===== src/rtl/ram_requester.sv =====
// ram_requester
// ----------------------------------------------------------------------------
// Initiator side of the CPU-to-RAM protocol. One instruction-fetch port and
// one data port compete for a single variable-latency RAM. The winner's
// request is registered onto ramREN/ramWEN/ramaddr/ramstore and held stable
// until the RAM reports ACCESS (completion), ERROR/FREE or a timeout (abort).
// The winning port sees its wait line drop for exactly that one cycle. A GAP
// cycle with both enables low follows every transaction.
//
// Ports:
//   CLK, RST            clock (rising edge), synchronous active-high reset
//   iREN, iaddr         instruction read request / word address
//   iwait, iload        instruction wait (low = done this cycle) / data
//   dREN, dWEN          data read / write request (write wins if both set)
//   daddr, dstore       data word address / write data
//   dwait, dload        data wait (low = done this cycle) / read data
//   ramREN, ramWEN      registered RAM enables (never both high)
//   ramaddr, ramstore   registered RAM address / write data
//   ramload, ramstate   RAM read data / status
//                       (ramstate: 0=FREE, 1=BUSY, 2=ACCESS, 3=ERROR)
//   err                 sticky abort flag, cleared only by RST
// ----------------------------------------------------------------------------
module ram_requester #(
    parameter int unsigned TIMEOUT = 64,
    parameter logic [31:0] BAD     = 32'hBAD1BAD1
) (
    input  logic        CLK,
    input  logic        RST,
    input  logic        iREN,
    input  logic [31:0] iaddr,
    output logic        iwait,
    output logic [31:0] iload,
    input  logic        dREN,
    input  logic        dWEN,
    input  logic [31:0] daddr,
    input  logic [31:0] dstore,
    output logic        dwait,
    output logic [31:0] dload,
    output logic        ramREN,
    output logic        ramWEN,
    output logic [31:0] ramaddr,
    output logic [31:0] ramstore,
    input  logic [31:0] ramload,
    input  logic [1:0]  ramstate,
    output logic        err
);

    localparam logic [1:0] RS_FREE   = 2'd0;
    localparam logic [1:0] RS_ACCESS = 2'd2;
    localparam logic [1:0] RS_ERROR  = 2'd3;

    localparam logic [7:0] TIMEOUT_CNT = 8'(TIMEOUT);

    // Encoding of the port that won the previous arbitration.
    localparam logic GRANT_I = 1'b0;
    localparam logic GRANT_D = 1'b1;

    typedef enum logic [1:0] {
        IDLE    = 2'd0,
        SERVE_I = 2'd1,
        SERVE_D = 2'd2,
        GAP     = 2'd3
    } state_t;

    state_t      state_q, state_d;
    logic        ren_q, ren_d;
    logic        wen_q, wen_d;
    logic [31:0] addr_q, addr_d;
    logic [31:0] store_q, store_d;
    logic        err_q, err_d;
    logic [7:0]  cnt_q, cnt_d;
    logic        last_q, last_d;

    logic        access;
    logic        abort;
    logic        pend_i;
    logic        pend_d;
    logic        grant_d;
    logic [31:0] xfer_load;

    always_ff @(posedge CLK) begin
        if (RST) begin
            state_q <= IDLE;
            ren_q   <= 1'b0;
            wen_q   <= 1'b0;
            addr_q  <= 32'd0;
            store_q <= 32'd0;
            err_q   <= 1'b0;
            cnt_q   <= 8'd0;
            last_q  <= GRANT_I;
        end else begin
            state_q <= state_d;
            ren_q   <= ren_d;
            wen_q   <= wen_d;
            addr_q  <= addr_d;
            store_q <= store_d;
            err_q   <= err_d;
            cnt_q   <= cnt_d;
            last_q  <= last_d;
        end
    end

    always_comb begin
        state_d   = state_q;
        ren_d     = ren_q;
        wen_d     = wen_q;
        addr_d    = addr_q;
        store_d   = store_q;
        err_d     = err_q;
        cnt_d     = cnt_q;
        last_d    = last_q;
        iwait     = 1'b1;
        dwait     = 1'b1;
        iload     = 32'd0;
        dload     = 32'd0;

        pend_i    = iREN;
        pend_d    = dREN | dWEN;
        // Data wins if it is alone, or on a tie when instruction won last.
        grant_d   = pend_d && (!pend_i || last_q == GRANT_I);

        // ACCESS beats a same-cycle timeout; FREE while serving means the RAM
        // dropped our request, which is treated like an error.
        access    = (ramstate == RS_ACCESS);
        abort     = !access && (ramstate == RS_ERROR || ramstate == RS_FREE ||
                                cnt_q == TIMEOUT_CNT);
        xfer_load = abort ? BAD : (ren_q ? ramload : 32'd0);

        case (state_q)
            IDLE: begin
                ren_d = 1'b0;
                wen_d = 1'b0;
                cnt_d = 8'd0;
                if (grant_d) begin
                    addr_d  = daddr;
                    last_d  = GRANT_D;
                    state_d = SERVE_D;
                    if (dWEN) begin
                        wen_d   = 1'b1;
                        store_d = dstore;
                    end else begin
                        ren_d = 1'b1;
                    end
                end else if (pend_i) begin
                    addr_d  = iaddr;
                    ren_d   = 1'b1;
                    last_d  = GRANT_I;
                    state_d = SERVE_I;
                end
            end
            SERVE_I, SERVE_D: begin
                if (access || abort) begin
                    state_d = GAP;
                    ren_d   = 1'b0;
                    wen_d   = 1'b0;
                    cnt_d   = 8'd0;
                    if (abort) begin
                        err_d = 1'b1;
                    end
                    if (state_q == SERVE_I) begin
                        iwait = 1'b0;
                        iload = xfer_load;
                    end else begin
                        dwait = 1'b0;
                        dload = xfer_load;
                    end
                end else begin
                    cnt_d = cnt_q + 8'd1;
                end
            end
            GAP: begin
                state_d = IDLE;
            end
            default: begin
                state_d = IDLE;
            end
        endcase

        // Requesters must never see a completion while reset is applied.
        if (RST) begin
            iwait = 1'b1;
            dwait = 1'b1;
            iload = 32'd0;
            dload = 32'd0;
        end
    end

    assign ramREN   = ren_q;
    assign ramWEN   = wen_q;
    assign ramaddr  = addr_q;
    assign ramstore = store_q;
    assign err      = err_q;

endmodule


===== config.mk =====
export PLATFORM = sky130hd
export DESIGN_NAME = ram_requester
export DESIGN_NICKNAME = d
export VERILOG_FILES = /design/src/rtl/ram_requester.sv
export SDC_FILE = /design/constraint.sdc
export NUM_CORES = 1
export LEC_CHECK = 0
export CAP_MARGIN = 20
export CORE_AREA = 3 3 108 110
export CTS_BUF_LIST = sky130_fd_sc_hd__clkbuf_8
export CTS_CLUSTER_DIAMETER = 150
export DETAILED_ROUTE_END_ITERATION = 6
export DIE_AREA = 0 0 111 113
export PLACE_DENSITY = 0.9
export SETUP_SLACK_MARGIN = 0.2
export SLEW_MARGIN = 15
export SYNTH_ARGS = -nofsm -noshare
export SYNTH_HDL_FRONTEND = slang
export SYNTH_SLANG_ARGS = --single-unit

===== constraint.sdc =====
create_clock -name CLK -period 2.9 [get_ports CLK]
set_input_delay 0.87 -clock CLK [delete_from_list [all_inputs] [get_ports CLK]]
set_output_delay 0.87 -clock CLK [all_outputs]
set_load 0.1 [all_outputs]

== After elaboration in Yosys (flattened, before gate mapping) ==
Index checks and enable logic that the tools add are counted.
Widths: inputs -> output; s select.

* Output and inout bits: 133
* Input port bits: 135
* Bits in registers: 78
* Word-level logic and storage cells: 73

* Bitwise operators: 2
* Multiplexer cells: 36
* Eq/ne operators: 8
* Add/sub/neg operators: 1
* Reduce and logical (&&, ||, !) cells: 18

{| class="wikitable"
|+ Operator list
! kind !! number
|-
| $mux 32 || 12
|-
| $mux 1 || 16
|-
| $pmux 8 s2 || 1
|-
| $add 8x1->8 const B || 1
|-
| $eq 2x2->1 const B || 4
|-
| $eq 8x7->1 const B || 1
|-
| $mux 8 || 1
|-
| $mux 2 || 3
|-
| $pmux 2 s3 || 1
|-
| $reduce_and 2->1 || 3
|-
| $reduce_and 3->1 || 2
|-
| $logic_not 2->1 || 2
|-
| $logic_or 1x1->1 || 4
|-
| $pmux 1 s2 || 2
|-
| $reduce_bool 2->1 || 2
|-
| $ne 3x3->1 const B || 1
|-
| $eq 2x1->1 const B || 1
|-
| $logic_and 1x1->1 || 2
|-
| $logic_not 1->1 || 2
|-
| $ne 2x2->1 const B || 1
|-
| $reduce_or 2->1 || 1
|-
| $not 1->1 || 1
|-
| $or 1x1->1 || 1
|}

== Depth between registers and ports, before layout ==
* Depth in word-level cells: 9
* Depth in mapped cells: 8
* Mapped depth without buffers: 6

== Worst setup path before layout ==
OpenSTA, ideal clock, no wires.

* Kind: input -> output
* Start point: input ramstate[0]
* End point: output dload[15]
* Data arrival time: 3.435 ns
* Stages on the path: 7
* Path slack: -1.405 ns
* Path buffers: 2
* Data required time: 2.030 ns
* Cells stage by stage: inv_1 > ha_1 > a211oi_2 > or3_1 > buf_6 > buf_8 > a21oi_1

* Word-level cells in the longest chain between the ends: 9
* Elaborated cells between the ends (all ways): 13
* Classes of those cells: 2 x eq/ne; 5 x mux; 6 x reduce/logical

{| class="wikitable"
|+ RTL lines
! what !! line !! RTL
|-
| start, declared || 44 || <nowiki>input logic [1:0] ramstate,</nowiki>
|-
| $eq 2x2->1 or $logic_not 2->1 (tied branches) || 125 || <nowiki>abort = !access && (ramstate == RS_ERROR || ramstate == RS_FREE ||</nowiki>
|-
| $logic_or 1x1->1 (2 in a row) || 125 ||
|-
| $logic_and 1x1->1 || 125 ||
|-
| $mux 32 || 127 || <nowiki>xfer_load = abort ? BAD : (ren_q ? ramload : 32'd0);</nowiki>
|-
| $mux 32 || 160 || <nowiki>if (state_q == SERVE_I) begin</nowiki>
|-
| $mux 32 * || 152 || <nowiki>if (access || abort) begin</nowiki>
|-
| $mux 32 * || 129 || <nowiki>case (state_q)</nowiki>
|-
| $mux 32 * || 180 || <nowiki>if (RST) begin</nowiki>
|-
| end, declared || 38 || <nowiki>output logic [31:0] dload,</nowiki>
|}

Mark *: on every way between the ends. The rest lies on a longest branch, timed or not.

== Worst setup path in the final report ==
* Start point: input ramstate[0]
* End point: output iload[20]

* Word-level cells in the longest chain between the ends: 9
* Elaborated cells between the ends (all ways): 13
* Classes of those cells: 2 x eq/ne; 5 x mux; 6 x reduce/logical

{| class="wikitable"
|+ RTL lines
! what !! line !! RTL
|-
| $eq 2x2->1 or $logic_not 2->1 (tied branches) || 125 ||
|-
| $logic_or 1x1->1 (2 in a row) || 125 ||
|-
| $logic_and 1x1->1 || 125 ||
|-
| $mux 32 || 127 ||
|-
| $mux 32 || 160 ||
|-
| $mux 32 * || 152 ||
|-
| $mux 32 * || 129 ||
|-
| $mux 32 * || 180 ||
|-
| end, declared || 32 || <nowiki>output logic [31:0] iload,</nowiki>
|}

Marks and branches as above.

==> metrics <==
Setup-failing EPs final=66; initial antenna violation count=1; DRT Wirelength=19900 µm; CP required=2.03 ns; Initial Util=0.355; fmax=302 MHz; Die Wd=111 µm; worst r2r path cells=7; R2R setup slack=between 0.7 and 0.8 ns; Worst Path Max Fanout=4; post-synth cell types=37; Worst Hold Path EP=ramstore[6]; routed length per instance=22.2 µm; Final period util=1.14; vias per cell=5.44; fin area=8350 µm²; clock sink count=78; Post-Syn Area=~3800 µm²; ratio of cells with drive above 1 in the final layout=0.366; GRT overflow=0; syn avg cell area=8.09 µm²; Vias=around 5000; power per cell area=903 nW/µm²; clk_lat worst skew=0.34 ns; Layout area overhead=118%; Worst-Margin Slew=0.750 ns; Worst Hold Launch=ramstore[6]; final net count=894; Iter 0 DRT Violations=340; clock tree from TritonCTS=built; std cell rows=38; first-pass GRT wire length=around 28000 µm; HPWL after detailed placement=11900 µm; Hold-fix buffers, CTS=0; PnR Total Power=~7.5 mW; Post-synth EDFFs=0; CP peak stage delay=~0.44 ns; clock buffer depth=2; Clock transition at path regs=0.07 ns; GRT Total Usage=0.275; Async SR Flop Fraction=0; Hold Violations, Final=0; Mapped Cells=473; CTS Root Buffer Type=clkbuf_8; RSZ-0062 raised after global routing=true; Post-DRT Antenna Nets=0; DRC viols=0; Mapped Nets=approximately 620; drt pass-1 iters=5; status=finished with violations; Reg2Reg Capture Point=cnt_q[4]; slew margin rel.=0.500; routability congestion estimate=roughly 0.84; die extent in y=113 µm; YS warnings=0; slowest CP cell=or3_4; Worst Setup End Kind=primary output; WP buf/inv=5; Worst Path Arrival=2.44 ns; violations in the final reports=setup timing; Fin Clk Skew=0.0139 ns; Hold Path Depth=2; buffers added on ports=267; total CTS buffers=9; critical-path cell list=buf_8 -> inv_8 -> ha_4 -> buf_6 -> a211oi_4 -> or3_4 -> clkbuf_16 -> a21oi_4 -> buf_12; P_leak=3.40 nW; origin of the critical flop-to-flop path=cnt_q[1]; max_cap viols=0; Worst VDD drop=0.000825 V; die area=approximately 13000 µm²; H-tree levels=3; worst setup margin=-0.411 ns; startpoint types=input port; # IOs=268; Slew Limit Fails=0; Hold Path Class=register to register; register area share after synthesis=0.408; DP Worst Slack=-0.816 ns; Core Region=10800 µm²; area post-placement=7760 µm²; Crit Path Class=input port to primary output; vias in the first global route=a little under 5000; kind of cell adding the most delay to the critical path=buffers and inverters; #FFs+latches synth=78; Final min period=3.31 ns; largest net degree at the start of global routing=72; Synth Flop Type=dfxtp_1
==> synth_stat cells (2+ instances only) <==
cell type | n | area (µm²)
buf_4 | 3 | 22.5
clkbuf_1 | 22 | 82.6
inv_1 | 9 | 33.8
buf_6 | 3 | 33.8
a21oi_1 | 73 | 365
xor2_1 | 3 | 26.3
nand2b_1 | 2 | 12.5
nor3_1 | 4 | 20.0
nand2_1 | 88 | 330
xnor2_1 | 4 | 35.0
buf_2 | 6 | 30.0
and2_1 | 29 | 181
nand3_1 | 3 | 15.0
mux2i_1 | 34 | 340
or3_1 | 4 | 25.0
dfxtp_1 | 78 | 1560
o21ai_0 | 5 | 25.0
nor2_1 | 43 | 161
buf_1 | 4 | 15.0
ha_1 | 7 | 87.6
nor2b_1 | 2 | 12.5
a211oi_1 | 32 | 240
==> worst reg2reg max path, delay by kind of cell (launching register included) <==
family / cells / cell delay (ns)
AO/OA/AOI/OAI: 2 / 0.76
AND/OR/NAND/NOR: 2 / 0.48
flip-flops: 1 / 0.40
buffers and inverters: 2 / 0.25
adder cells (fa/ha/maj): 1 / 0.21
==> layer usage <==
layer,vias up,global-route usage,routed length [µm]
li1,2168,-,-
met5,-,0,0
met2,363,0.525,10200
met1,2263,0.283,6820
met3,76,0.0695,1890
met4,0,0.122,985
==> cell families (layout without fill, tap and decap cells) <==
logic type               Yosys count  after routing  share of synthesized area
AO/OA/AOI/OAI                    118            118                      0.190
other                              0              2                          0
multiplexers                      34             34                     0.0889
buffers and inverters             48            329                     0.0608
flip-flops                        78             78                      0.408
XOR/XNOR                           7              7                     0.0160
AND/OR/NAND/NOR                  181            181                      0.214
adder cells (fa/ha/maj)            7              7                     0.0229
==> worst max-delay path by stage <==
stage                start        end  slack, ns  depth (start not counted)
6_report       ramstate[0]  iload[20]      -0.41                          9
4_1_cts        ramstate[0]  iload[29]      -0.28                         10
3_5_place_dp   ramstate[0]  iload[12]      -0.82                          8
3_3_place_gp   ramstate[0]  iload[25]      -0.75                          8
2_1_floorplan  ramstate[0]  dload[15]      -0.47                          7
5_1_grt           cnt_q[1]  iload[16]      -0.45                          8
==> state kept, by name, indices dropped and copies added, names as in the netlist <==
name,count
cnt_q,8
state_q,2
ramaddr,32
ramREN,1
ramWEN,1
err,1
last_q,1
ramstore,32
==> what timing repair did <==
item	CTS	global route
pin swaps	16	6
gates resized for setup	37	7
cloned	7	3
setup endpoints to repair	66	66
setup buffers	8	3
==> cell usage in the layout, fill, tap and decap left out, types with 32 or more instances in the layout <==
cell / n
a211oi_1: 32
mux2i_1: 34
dfxtp_1: 74
nor2_1: 43
buf_12: 75
clkdlybuf4s50_1: 131
buf_4: 78
a21oi_4: 36
a21oi_1: 37
nand2_1: 87
==> through the flow <==
step                      instances  hold WS, ns  setup TNS (ns)  utilization
after floorplan                 473        0.466          -12.85            -
after global placement          860        0.442          -40.40        0.719
after detailed placement        860        0.448          -42.67        0.719
after CTS                       888        0.458          -10.82        0.762
after global routing            895        0.487          -16.07        0.773
final                           896        0.456          -13.41        0.774
==> final cells by class <==
type,instances,area (µm²)
repair buffers,307,3800
multi-input cells,347,2620
fillers,591,2440
flip-flops and latches,78,1570
well taps,140,175
clock buffers,9,124
inverters,9,41.3
clock inverters,4,20.0
diodes,2,5.00
==> where the power goes <==
group          internal [mW]  switching (mW)
clock                  0.289           0.370
combinational           1.50            3.79
sequential              1.37           0.216
total                   3.16            4.38
(Power assumes the default switching activity.)
